--- config.mk ---
export PLATFORM = sky130hd
export DESIGN_NAME = btb_update_gen
export DESIGN_NICKNAME = d
export VERILOG_FILES = /design/src/rtl/btb_update_gen_pkg.sv /design/src/rtl/btb_update_fifo.sv /design/src/rtl/btb_update_gen.sv
export SDC_FILE = /design/constraint.sdc
export NUM_CORES = 1
export LEC_CHECK = 0
export ABC_AREA = 1
export CAP_MARGIN = 0
export CORE_MARGIN = 2
export CORE_UTILIZATION = 50
export DETAILED_ROUTE_END_ITERATION = 8
export HOLD_SLACK_MARGIN = 0.03
export PLACE_DENSITY = 0.71
export SKIP_LAST_GASP = 1
export SLEW_MARGIN = 20
export SYNTH_ARGS = -nofsm -noshare
export SYNTH_HDL_FRONTEND = slang
export SYNTH_SLANG_ARGS = --single-unit
--- constraint.sdc ---
create_clock -name clk_i -period 7.75 [get_ports clk_i]
set_input_delay 1.55 -clock clk_i [delete_from_list [all_inputs] [get_ports clk_i]]
set_output_delay 1.55 -clock clk_i [all_outputs]
set_load 0.02 [all_outputs]
--- src/rtl/btb_update_gen_pkg.sv ---
// Shared types for the BTB update generator: address width, the update packet
// handed to the frontend BTB, and the FIFO entry format.
package btb_update_gen_pkg;

    localparam int unsigned VLEN = 64;

    typedef struct packed {
        logic            valid;
        logic [VLEN-1:0] pc;
        logic [VLEN-1:0] target_address;
    } btb_update_t;

    typedef struct packed {
        logic [VLEN-1:0] pc;
        logic [VLEN-1:0] target;
    } btb_entry_t;

endpackage

--- src/rtl/btb_update_fifo.sv ---
// DEPTH-entry FIFO of pending BTB updates; besides push/pop it can rewrite the
// target of the newest entry so the parent can coalesce repeated PCs.
module btb_update_fifo
    import btb_update_gen_pkg::*;
#(
    parameter int unsigned DEPTH = 4,
    parameter int unsigned CNT_W = $clog2(DEPTH) + 1
) (
    input  logic             clk_i,
    input  logic             rst_ni,
    input  logic             clr_i,
    input  logic             push_i,
    input  btb_entry_t       push_data_i,
    input  logic             pop_i,
    input  logic             wr_newest_i,
    input  logic [VLEN-1:0]  newest_target_i,
    output btb_entry_t       head_o,
    output logic [VLEN-1:0]  newest_pc_o,
    output logic [CNT_W-1:0] count_o
);

    localparam int unsigned PTR_W = $clog2(DEPTH);

    btb_entry_t       mem [DEPTH];
    logic [PTR_W-1:0] rd_ptr;
    logic [PTR_W-1:0] wr_ptr;
    logic [PTR_W-1:0] newest_ptr;

    assign newest_ptr  = wr_ptr - PTR_W'(1);
    assign head_o      = mem[rd_ptr];
    assign newest_pc_o = mem[newest_ptr].pc;

    // Storage needs no reset: count gates every read that matters.
    always_ff @(posedge clk_i) begin
        if (!clr_i) begin
            if (push_i) begin
                mem[wr_ptr] <= push_data_i;
            end else if (wr_newest_i) begin
                mem[newest_ptr].target <= newest_target_i;
            end
        end
    end

    always_ff @(posedge clk_i or negedge rst_ni) begin
        if (!rst_ni) begin
            rd_ptr  <= '0;
            wr_ptr  <= '0;
            count_o <= '0;
        end else if (clr_i) begin
            rd_ptr  <= '0;
            wr_ptr  <= '0;
            count_o <= '0;
        end else begin
            if (push_i) begin
                wr_ptr <= wr_ptr + PTR_W'(1);
            end
            if (pop_i) begin
                rd_ptr <= rd_ptr + PTR_W'(1);
            end
            case ({push_i, pop_i})
                2'b10:   count_o <= count_o + CNT_W'(1);
                2'b01:   count_o <= count_o - CNT_W'(1);
                default: count_o <= count_o;
            endcase
        end
    end

endmodule

--- src/rtl/btb_update_gen.sv ---
// Collects resolved indirect-jump mispredictions, coalesces repeats of the same
// PC, and drains them one per granted cycle as single-cycle BTB update pulses.
module btb_update_gen
    import btb_update_gen_pkg::*;
#(
    parameter int unsigned DEPTH      = 4,
    parameter int unsigned DROP_CNT_W = 8
) (
    input  logic                  clk_i,
    input  logic                  rst_ni,
    input  logic                  clr_i,
    input  logic                  flush_i,
    input  logic                  debug_mode_i,
    input  logic                  resolve_valid_i,
    input  logic                  resolve_is_indirect_i,
    input  logic                  resolve_mispredict_i,
    input  logic [VLEN-1:0]       resolve_pc_i,
    input  logic [VLEN-1:0]       resolve_target_i,
    input  logic                  update_ready_i,
    output btb_update_t           btb_update_o,
    output logic                  pending_o,
    output logic                  full_o,
    output logic [DROP_CNT_W-1:0] drop_cnt_o
);

    localparam int unsigned BTB_UPDATE_CNT_W = $clog2(DEPTH) + 1;

    logic                        capture;
    logic                        pop;
    logic                        coalesce;
    logic                        enqueue;
    logic                        drop;
    logic                        fifo_clr;
    logic [BTB_UPDATE_CNT_W-1:0] count;
    btb_entry_t                  head;
    btb_entry_t                  new_entry;
    logic [VLEN-1:0]             newest_pc;

    assign fifo_clr  = flush_i | clr_i;
    assign pending_o = (count != '0);
    assign full_o    = (count == BTB_UPDATE_CNT_W'(DEPTH));

    assign capture = resolve_valid_i & resolve_is_indirect_i & resolve_mispredict_i
                   & ~debug_mode_i & ~fifo_clr;
    assign pop     = pending_o & update_ready_i & ~fifo_clr;

    // A lone entry that is leaving this cycle cannot absorb the new target.
    assign coalesce = capture & pending_o & (resolve_pc_i == newest_pc)
                    & ~((count == BTB_UPDATE_CNT_W'(1)) & pop);
    assign enqueue  = capture & ~coalesce & (~full_o | pop);
    assign drop     = capture & ~coalesce & full_o & ~pop;

    assign new_entry.pc     = resolve_pc_i;
    assign new_entry.target = resolve_target_i;

    btb_update_fifo #(
        .DEPTH (DEPTH),
        .CNT_W (BTB_UPDATE_CNT_W)
    ) u_fifo (
        .clk_i           (clk_i),
        .rst_ni          (rst_ni),
        .clr_i           (fifo_clr),
        .push_i          (enqueue),
        .push_data_i     (new_entry),
        .pop_i           (pop),
        .wr_newest_i     (coalesce),
        .newest_target_i (resolve_target_i),
        .head_o          (head),
        .newest_pc_o     (newest_pc),
        .count_o         (count)
    );

    always_ff @(posedge clk_i or negedge rst_ni) begin
        if (!rst_ni) begin
            btb_update_o <= '0;
        end else begin
            btb_update_o.valid <= pop;
            if (pop) begin
                btb_update_o.pc             <= head.pc;
                btb_update_o.target_address <= head.target;
            end
        end
    end

    always_ff @(posedge clk_i or negedge rst_ni) begin
        if (!rst_ni) begin
            drop_cnt_o <= '0;
        end else if (clr_i) begin
            drop_cnt_o <= '0;
        end else if (drop && !(&drop_cnt_o)) begin
            drop_cnt_o <= drop_cnt_o + DROP_CNT_W'(1);
        end
    end

endmodule

# Word level (Yosys, flattened, before mapping)
# Memories as Yosys holds them, arrays and structs flattened. A register that Yosys moved wholly into a read port is not among the register bits.
# Index checks and enable logic that the tools add are counted.
[word_totals]
mem_count = 1
mem_bits_rw = 512
out_inout_bits = 139
register_bits = 16
latchBits = 0
romBits = 0
elab_cells = 67
[classes]
add_sub_neg = 6
n_mul = 0
reduce_logical = 10
mux = 18
magnitude_cmp = 0
shift = 0
n_eq_ne = 5
n_div = 0
bitwise = 22
[mem_list]
columns = ["name", "words", "word_bits", "rd", "rd_clocked_by_memory_dff", "write_ports", "line", "rtl"]
rows = [
  ["u_fifo.mem", 4, 128, 2, 1, 1, "btb_update_fifo.sv:24", "btb_entry_t mem [DEPTH];"],
]
[ops]
columns = ["cell", "count"]
rows = [
  ["two-way mux 128 bit", 1],
  ["OR reduction 128 bit", 1],
  ["equality test 64 bit", 1],
  ["two-way mux 8 bit", 2],
  ["bitwise AND 1 bit", 14],
  ["two-way mux 2 bit", 6],
  ["adder 8 x 1 -> 8 bit, second input constant", 1],
  ["AND reduction 8 bit", 1],
  ["two-way mux 1 bit", 7],
  ["NOT 1 bit", 6],
  ["one-hot mux 3 bit (2 select lines)", 1],
  ["nonzero test 2 bit", 3],
  ["nonzero test 3 bit", 2],
  ["adder 2 x 1 -> 2 bit, second input constant", 2],
  ["adder 3 x 1 -> 3 bit, second input constant", 1],
  ["equality test 3 x 1 -> 1 bit, second input constant", 1],
  ["equality test 3 bit, second input constant", 1],
  ["two-way mux 3 bit", 1],
  ["subtractor 3 x 1 -> 3 bit, second input constant", 1],
  ["equality test 2 x 1 -> 1 bit, second input constant", 1],
  ["equality test 2 bit, second input constant", 1],
  ["zero test 1 bit", 2],
  ["bitwise OR 1 bit", 2],
  ["subtractor 2 x 1 -> 2 bit, second input constant", 1],
  ["logical AND 1 bit", 1],
]

# Depth between registers and ports, before layout
# Gate-level depths: netlist (run 1).
[depth]
ltp_word = 15
mapped_depth = 21
depth_no_buf = 19

# Modules after synthesis
# From an unflattened synthesis (run 1), not the netlist that was laid out.
[hier_totals]
hier_cells = 2930
hier_area_um2 = 28920.2
[modules_own_cells]
columns = ["module", "cells_per_inst", "area_per_inst_um2", "instances"]
rows = [
  ["btb_update_fifo", 2035, 22335.2, 1],
  ["btb_update_gen", 895, 6585.1, 1],
]

# Worst setup path after synthesis (run 1)
# Ideal clock, no wire load.
[synth_path]
path_kind = "input to register"
from = "input port clr_i"
to = "memory u_fifo.mem[3][0] (netlist bit), enable pin"
required_ns = 7.264
path_buffers = 1
cell_stages = 14
arrival_ns = 5.749
slack_ns = 1.515
cell_sequence = "clkbuf_1 nor2_2 inv_1 nor4_1 nand2_1 nor2_1 nand2_1 nor2_1 nand3_1 nor2_1 nand2_1 nand2_1 nand3_1 nor2_1"
[synth_via]
elab_chain_len = 14
word_cells_on_any_way = 23
classes_between = "9 x mux; 13 x bitwise; 1 x reduce/logical"
[synth_lines]
columns = ["element", "line", "rtl"]
rows = [
  ["from (decl)", "btb_update_gen.sv:11", "input logic clr_i,"],
  ["bitwise OR 1 bit (*)", "btb_update_gen.sv:39", "assign fifo_clr = flush_i | clr_i;"],
  ["NOT 1 bit", "btb_update_gen.sv:44, btb_update_gen.sv:45", ""],
  ["bitwise AND 1 bit (on tied branches)", "btb_update_gen.sv:44, btb_update_gen.sv:45", ""],
  ["bitwise AND 1 bit (on tied branches)", "btb_update_gen.sv:48, btb_update_gen.sv:49", ""],
  ["bitwise AND 1 bit or NOT 1 bit (tied branches)", "btb_update_gen.sv:48, btb_update_gen.sv:49", ""],
  ["bitwise AND 1 bit", "btb_update_gen.sv:49", "& ~((count == BTB_UPDATE_CNT_W'(1)) & pop);"],
  ["NOT 1 bit", "btb_update_gen.sv:50", "assign enqueue = capture & ~coalesce & (~full_o | pop);"],
  ["bitwise AND 1 bit (2 in a row)", "btb_update_gen.sv:50", ""],
  ["two-way mux 1 bit", "btb_update_fifo.sv:36", "if (push_i) begin"],
  ["two-way mux 1 bit", "btb_update_fifo.sv:35", "if (!clr_i) begin"],
  ["two-way mux 1 bit (not written as such)", "btb_update_fifo.sv:39", "mem[newest_ptr].target <= newest_target_i;"],
  ["OR reduction 128 bit (no line)", "n/a", ""],
  ["two-way mux 2 bit (no line)", "n/a", ""],
  ["to (decl)", "btb_update_fifo.sv:24", ""],
]
# Every way passes the cells marked *; elsewhere a longest branch is shown, timed or not.

# Worst setup path in the final report (run 1)
[layout_path]
from = "register u_fifo.wr_ptr[0]"
to = "memory u_fifo.mem[3][86] (netlist bit), enable pin"
[layout_via]
elab_chain_len = 13
word_cells_on_any_way = 18
classes_between = "1 x add/sub; 1 x eq/ne; 9 x mux; 5 x bitwise; 1 x reduce/logical; 1 x memory"
[layout_lines]
columns = ["element", "line", "rtl"]
rows = [
  ["from (decl)", "btb_update_fifo.sv:26", "logic [PTR_W-1:0] wr_ptr;"],
  ["from (signal assigned)", "btb_update_fifo.sv:55", "wr_ptr <= wr_ptr + PTR_W'(1);"],
  ["subtractor 2 x 1 -> 2 bit", "btb_update_fifo.sv:29", "assign newest_ptr = wr_ptr - PTR_W'(1);"],
  ["memory (4 x 128 bit)", "n/a", ""],
  ["equality test 64 bit", "btb_update_gen.sv:48", "assign coalesce = capture & pending_o & (resolve_pc_i == newest_pc)"],
  ["bitwise AND 1 bit", "btb_update_gen.sv:48", ""],
  ["bitwise AND 1 bit", "btb_update_gen.sv:49", ""],
  ["NOT 1 bit", "btb_update_gen.sv:50", ""],
  ["bitwise AND 1 bit (2 in a row)", "btb_update_gen.sv:50", ""],
  ["two-way mux 1 bit", "btb_update_fifo.sv:36", ""],
  ["two-way mux 1 bit", "btb_update_fifo.sv:35", ""],
  ["two-way mux 1 bit (not written as such)", "btb_update_fifo.sv:39", ""],
  ["OR reduction 128 bit (no line)", "n/a", ""],
  ["two-way mux 2 bit (no line)", "n/a", ""],
]
# Several ways; a longest one is shown, not always the timed one.

==> impl_results.md, run 1 <==
* Final instance area at 0.0345 sq mm
* Worst path depth at 14
* Fmax at 184 MHz
* Die Area at 0.0594 sq mm
* Final setup violation count at 0
* Die height at 244 microns
* Outcome: complete, no violations
* DR vias/cell at 5.56
* NumNets Final at 3307
* Syn avg cell area at 9.75 sq um
* Worst Max-Slew Pin Slew at 1.13 ns
* HP Class: reg2reg
* Clock power share at 0.375
* # placed instances at 3849
* P_sw at 2430 uW
* Synthesized cell area at 0.0287 sq mm
* Post-route DRC violation count at 0
* Initial DRC Count at 1991
* Startpoint types: flop
* Final Hold Fails at 0
* Share of power burned in registers at 0.456
* Fin util at 0.610
* Initial Util at 0.508
* Maxcap violations at 0
* Comb power frac at 0.169
* Tmin final at 5.43 ns
* WL per Instance at 19.4 microns
* Vias at 22100
* Peak VDD IR at 202 uV
* Hpwl dp at 46900 microns
* Sw Share at 0.264
* Post-cts resize count at 0
* Largest net degree at the start of global routing at 140
* Commonest non-fill, non-tap cells in the layout: nand2_1, edfxtp_1, nor2_1
* Final Routed Wirelength at 77300 microns
* Critical path's largest stage delay at 1.09 ns
* Cells after synthesis at 2949
* Fin cells at 3981
* Clk_skew at 0.0187 ns
* Critical path's top delay family: simple AND/OR/NAND/NOR gates
* Kind of critical path: reg2reg
* Area Overhead vs Synth at 20.1%
* Setup TNS at 0 ns
* Library cells used by synthesis at 35
* Seq/Total Area, Yosys at 0.660
* Setup crit end kind: flop
* CP Buf/Inv Count at 1
* Worst Path Max Fanout at 85
* DP Area at 0.0321 sq mm
* Clock-pin slew on the worst setup and hold paths at 0.06 ns
* Syn nets at 3091
* Final Max Tran Viols at 0
* Core ar. at 0.0566 sq mm
* Top cell type's share of synthesized area at 0.535
* Global placer's final weighted congestion at 0.897
* First-pass GRT wire length at 120000 microns
* GRT Overall Usage at 0.260
* Ys Warns at 0
* Clock tree buffer depth at 3
* Synthesized flop and latch total at 656
* CTS hold repair buffers at 0
* H-tree depth at 3
* Leak at 0.0140 uW
* Hold Crit Depth at 2
* Int Pwr at 6800 uW
* Cts bufs inserted at 70
* Post-CTS repair timing setup buffer count at 0
* Later-pin clock latency in the skew report at 0.61 ns
* Routed Antenna Nets at 0
* Die Span X at 244 microns
* Top post-synthesis cells by area: edfxtp_1, nand2_1, dfrtp_1, o21ai_0, nor2_1
* Cell repeated most along the worst path: nand2_1
* Drt pass-1 iters at 5
* Root Driver: clkbuf_16
* Initial antenna violation count at 11
* Slew HR at 0.249
* IO Pins at 276
* CP cell instances: nand2_2 > nand2_4 > nand2_1 > nand3_1 > nand3_1 > nor2_1 > nor3b_1 > nand2_1 > nor2_1 > nand2_1 > nand2_1 > nand3_1 > nor2_4 > buf_4
* Worst EP required at 8.00 ns
* Vias in the first global route at 21800
* Pre-CTS setup slack at 1.89 ns
* CTS sink cnt at 656
* RSZ-0062 raised after global routing: no
* Cell Pwr Density at 267 mW/mm^2
* Worst path slowest cell: dfrtp_4
* Synth area leader: edfxtp_1
* # port buffers at 275
* CTS tree: yes
* Total grt overflow at 0
* Setup slack after layout at 2.32 ns
* Share of cells above drive strength 1 at 0.0525
* R2R depth at 14
* Commonest non-fill, non-tap cell in the layout: nand2_1
* Core Rows at 87
* Worst EP arrival at 5.68 ns
* Final period util at 0.701
==> synth_stat cells (all sizes together) <==
library cell and instances:
nand3b 1, inv 127, nand4 15, xnor2 3
dfrtp 144, clkinv 2, nor4 1, edfxtp 512
a31oi 1, o22ai 102, and2 3, ha 5
xor2 6, a21oi 42, nor2 342, nor3 3
clkbuf 101, o21ai 306, nor3b 1, nand2 1084
a22oi 3, nand3 92, a21o 2, buf 51
==> area by class of cell <==
cell class                      count  area (sq um)
Clock buffer                      104          2090
Clock inverter                     25           339
Sequential cell                   656         19000
Timing Repair Buffer              296          2990
Antenna cell                        3          7.51
Tap cell                          756           946
Multi-Input combinational cell   2012          8660
Fill cell                        4610         22100
Inverter                          129           492
==> per-layer routing <==
metal,up-vias,share of wire,wire length [microns],track usage
met5,-,0.0012,95,0
met4,14,0.032,2460,0.0922
met3,179,0.089,6870,0.0611
met2,989,0.48,37200,0.427
met1,10600,0.40,30700,0.339
li1,10300,-,-,-
==> worst min-delay path, delay by kind of cell (launching register included) <==
family | cells | cell delay (ns)
flops | 1 | 0.34
simple gates | 2 | 0.10
==> path summary, 6_finish.rpt <==
| kind | startpoint | to | slack (ns) |
|---|---|---|---|
| min in group asynchronous | rst_ni | btb_update_o[74]$_DFFE_PN0P_ | 1.06 |
| max in group asynchronous | rst_ni | u_fifo.rd_ptr[0]$_DFFE_PN0P_ | 5.35 |
| worst max-delay path | u_fifo.wr_ptr[0]$_DFFE_PN0P_ | u_fifo.mem[3][86]$_DFFE_PP_ | 2.32 |
| worst min register to register | btb_update_o[82]$_DFFE_PN0P_ | btb_update_o[82]$_DFFE_PN0P_ | 0.48 |
| worst min-delay path | btb_update_o[82]$_DFFE_PN0P_ | btb_update_o[82]$_DFFE_PN0P_ | 0.48 |
| worst max register to register | u_fifo.wr_ptr[0]$_DFFE_PN0P_ | u_fifo.mem[3][86]$_DFFE_PP_ | 2.32 |
==> registers in the layout, summed over array words and instances, names as in the netlist <==
name,flops
btb_update_o,129
drop_cnt_o,8
u_fifo.count_o,3
u_fifo.mem,512
u_fifo.rd_ptr,2
u_fifo.wr_ptr,2
==> per-stage QoR <==
| stage | hold WS, ns | power [uW] |
|---|---|---|
| floorplan | 0.521 | 5040 |
| global placement | 0.462 | 5810 |
| detailed placement | 0.465 | 5840 |
| CTS | 0.482 | 9290 |
| global route | 0.498 | 9580 |
| finish | 0.476 | 9230 |
==> power groups by stage <==
stage	Sequential (uW)	Clock, uW	Combinational (uW)
5_1_grt	4240	3640	1690
3_3_place_gp	4270	0	1540
6_report	4210	3460	1560
2_1_floorplan	4530	0	507
3_5_place_dp	4280	0	1560
4_1_cts	4210	3510	1570
==> logic make-up after synthesis <==
logic type                 after synthesis  synth area share
xor gates and xnor gates                 9           0.00274
AOI/OAI and AO/OA                      456            0.0843
DFF                                    656             0.660
and+or+nand+nor                       1542             0.210
adders and majority gates                5           0.00218
buffers and inverters                  281            0.0410
No activity file was read; power rests on OpenSTA's default activity.
==> run 2: changes to the inputs <==
- clock period: 7.75 -> 5.1 ns (I/O delays scaled with it)
==> impl_results.md, run 2 (synthesis results as in run 1) <==
* Setup crit end kind: flop
* Final Hold Fails at 0
* R2R depth at 17
* Kind of critical path: reg2reg
* Final instance area at 0.0350 sq mm
* Reg with most FFs: u_fifo.mem
* Reg-to-Reg End: u_fifo.mem[3][17]$_DFFE_PP_
* Total grt overflow at 0
* Share of cells above drive strength 1 at 0.0590
* Peak VDD IR at 280 uV
* # port buffers at 275
* Core Rows at 87
* Final Max Tran Viols at 0
* H-tree depth at 3
* Fin cells at 4000
* Commonest non-fill, non-tap cell in the layout: nand2_1
* Clk_skew at 0.0323 ns
* Commonest non-fill, non-tap cells in the layout: nand2_1, edfxtp_1, nor2_1
* Tmin final at 4.42 ns
* Post-route DRC violation count at 0
* Cts bufs inserted at 69
* WL per Instance at 19.8 microns
* Worst EP required at 5.42 ns
* R2r startpoint: u_fifo.wr_ptr[0]$_DFFE_PN0P_
* Die height at 244 microns
* Initial antenna violation count at 10
* GRT Overall Usage at 0.264
* R2R Setup Slk at 0.68 ns
* Clock tree buffer depth at 3
* Final setup violation count at 0
* Post-cts resize count at 0
* Worst EP arrival at 4.74 ns
* FILL cells at 4488
* Worst Max-Slew Pin Slew at 1.06 ns
* Fin util at 0.618
* Hpwl dp at 49300 microns
* DP Area at 0.0324 sq mm
* Startpoint types: flop
* Slew HR at 0.294
* Largest net degree at the start of global routing at 279
* Die Span X at 244 microns
* Vias in the first global route at 22100
* Final period util at 0.867
* Outcome: complete, no violations
* Initial Util at 0.508
* Core ar. at 0.0566 sq mm
* Worst Path Max Fanout at 40
* Post-CTS repair timing setup buffer count at 0
* Largest registers: u_fifo.mem x512, btb_update_o x129, drop_cnt_o x8
* Routed Antenna Nets at 0
* Initial DRC Count at 2273
* Leak at 0.0142 uW
* Drt pass-1 iters at 6
* Final Routed Wirelength at 79200 microns
* HP Class: in2async
* CTS tree: yes
* CTS hold repair buffers at 0
* IO Pins at 276
* First-pass GRT wire length at 123000 microns
* Global placer's final weighted congestion at 0.988
* Largest register FFs at 512
* # placed instances at 3866
* DR vias/cell at 5.62
* Die Area at 0.0594 sq mm
* Cell Pwr Density at 407 mW/mm^2
* Area Overhead vs Synth at 21.6%
* RSZ-0062 raised after global routing: no
* Vias at 22500
* CTS sink cnt at 656
* Maxcap violations at 0
* Clock-pin slew on the worst setup and hold paths at 0.06 ns
* Fmax at 226 MHz
* Later-pin clock latency in the skew report at 0.64 ns
* NumNets Final at 3324
* Root Driver: clkbuf_16
==> run 2: area by class of cell <==
class,instances,area [sq um],share of cell area
multi-input cells,2012,8660,0.248
clock inverters,32,520,0.0149
clock buffers,96,2000,0.0573
well taps,756,946,0.0271
flip-flops and latches,656,19000,0.543
repair buffers,314,3330,0.0952
diodes,5,12.5,0.000358
inverters,129,493,0.0141
==> run 2: layer usage <==
layer | wire, microns | GRT usage | vias to the layer above
met3 | 6610 | 0.0557 | 199
met5 | 80 | 0 | -
met1 | 32200 | 0.350 | 10800
met4 | 2990 | 0.112 | 12
li1 | - | - | 10400
met2 | 37300 | 0.423 | 1066
==> run 2: report_power, final <==
group          internal, uW  switching [uW]  leakage (uW)
Sequential             6140             237       0.00641
Clock                  3260            2190       0.00123
Combinational          1030            1380       0.00657
Total                 10400            3810        0.0142
==> run 2: through the flow <==
| stage | power (uW) | setup slack, ns | setup TNS [ns] | hold slack (ns) |
|---|---|---|---|---|
| 2_1_floorplan | 7660 | -0.605 | -77.42 | 0.521 |
| 3_3_place_gp | 8850 | 0.475 | 0 | 0.461 |
| 3_5_place_dp | 8890 | 0.472 | 0 | 0.466 |
| 4_1_cts | 14300 | 0.761 | 0 | 0.402 |
| 5_1_grt | 14800 | 0.384 | 0 | 0.408 |
| 6_report | 14200 | 0.676 | 0 | 0.378 |
==> run 2: worst max-delay path, cell delays in order (launching register included) <==
cell and delay (ns):
dfrtp_4 0.56, buf_4 0.46, buf_4 0.48, nand2_1 0.10, nand2_1 0.09, nand2_1 0.07
nand3_1 0.07, nand2_1 0.05, nand2_1 0.22, nand3_1 0.13, nor2_1 0.10, nand2_1 0.08
nor2_1 0.18, nand3_2 0.20, xor2_1 0.30, nand3_1 0.25, nor2_4 0.46, buf_12 0.26
==> run 2: how the worst max path moves through the flow <==
| stage | startpoint | to | slack [ns] | cells past startpoint |
|---|---|---|---|---|
| floorplan | clr_i | u_fifo.mem[3][0]$_DFFE_PP_ | -0.60 | 14 |
| global placement | clr_i | u_fifo.mem[3][22]$_DFFE_PP_ | 0.47 | 17 |
| CTS | u_fifo.wr_ptr[0]$_DFFE_PN0P_ | u_fifo.mem[3][31]$_DFFE_PP_ | 0.76 | 17 |
| global route | u_fifo.wr_ptr[0]$_DFFE_PN0P_ | u_fifo.mem[3][22]$_DFFE_PP_ | 0.38 | 17 |
| finish | u_fifo.wr_ptr[0]$_DFFE_PN0P_ | u_fifo.mem[3][17]$_DFFE_PP_ | 0.68 | 17 |
| detailed placement | clr_i | u_fifo.mem[3][22]$_DFFE_PP_ | 0.47 | 17 |
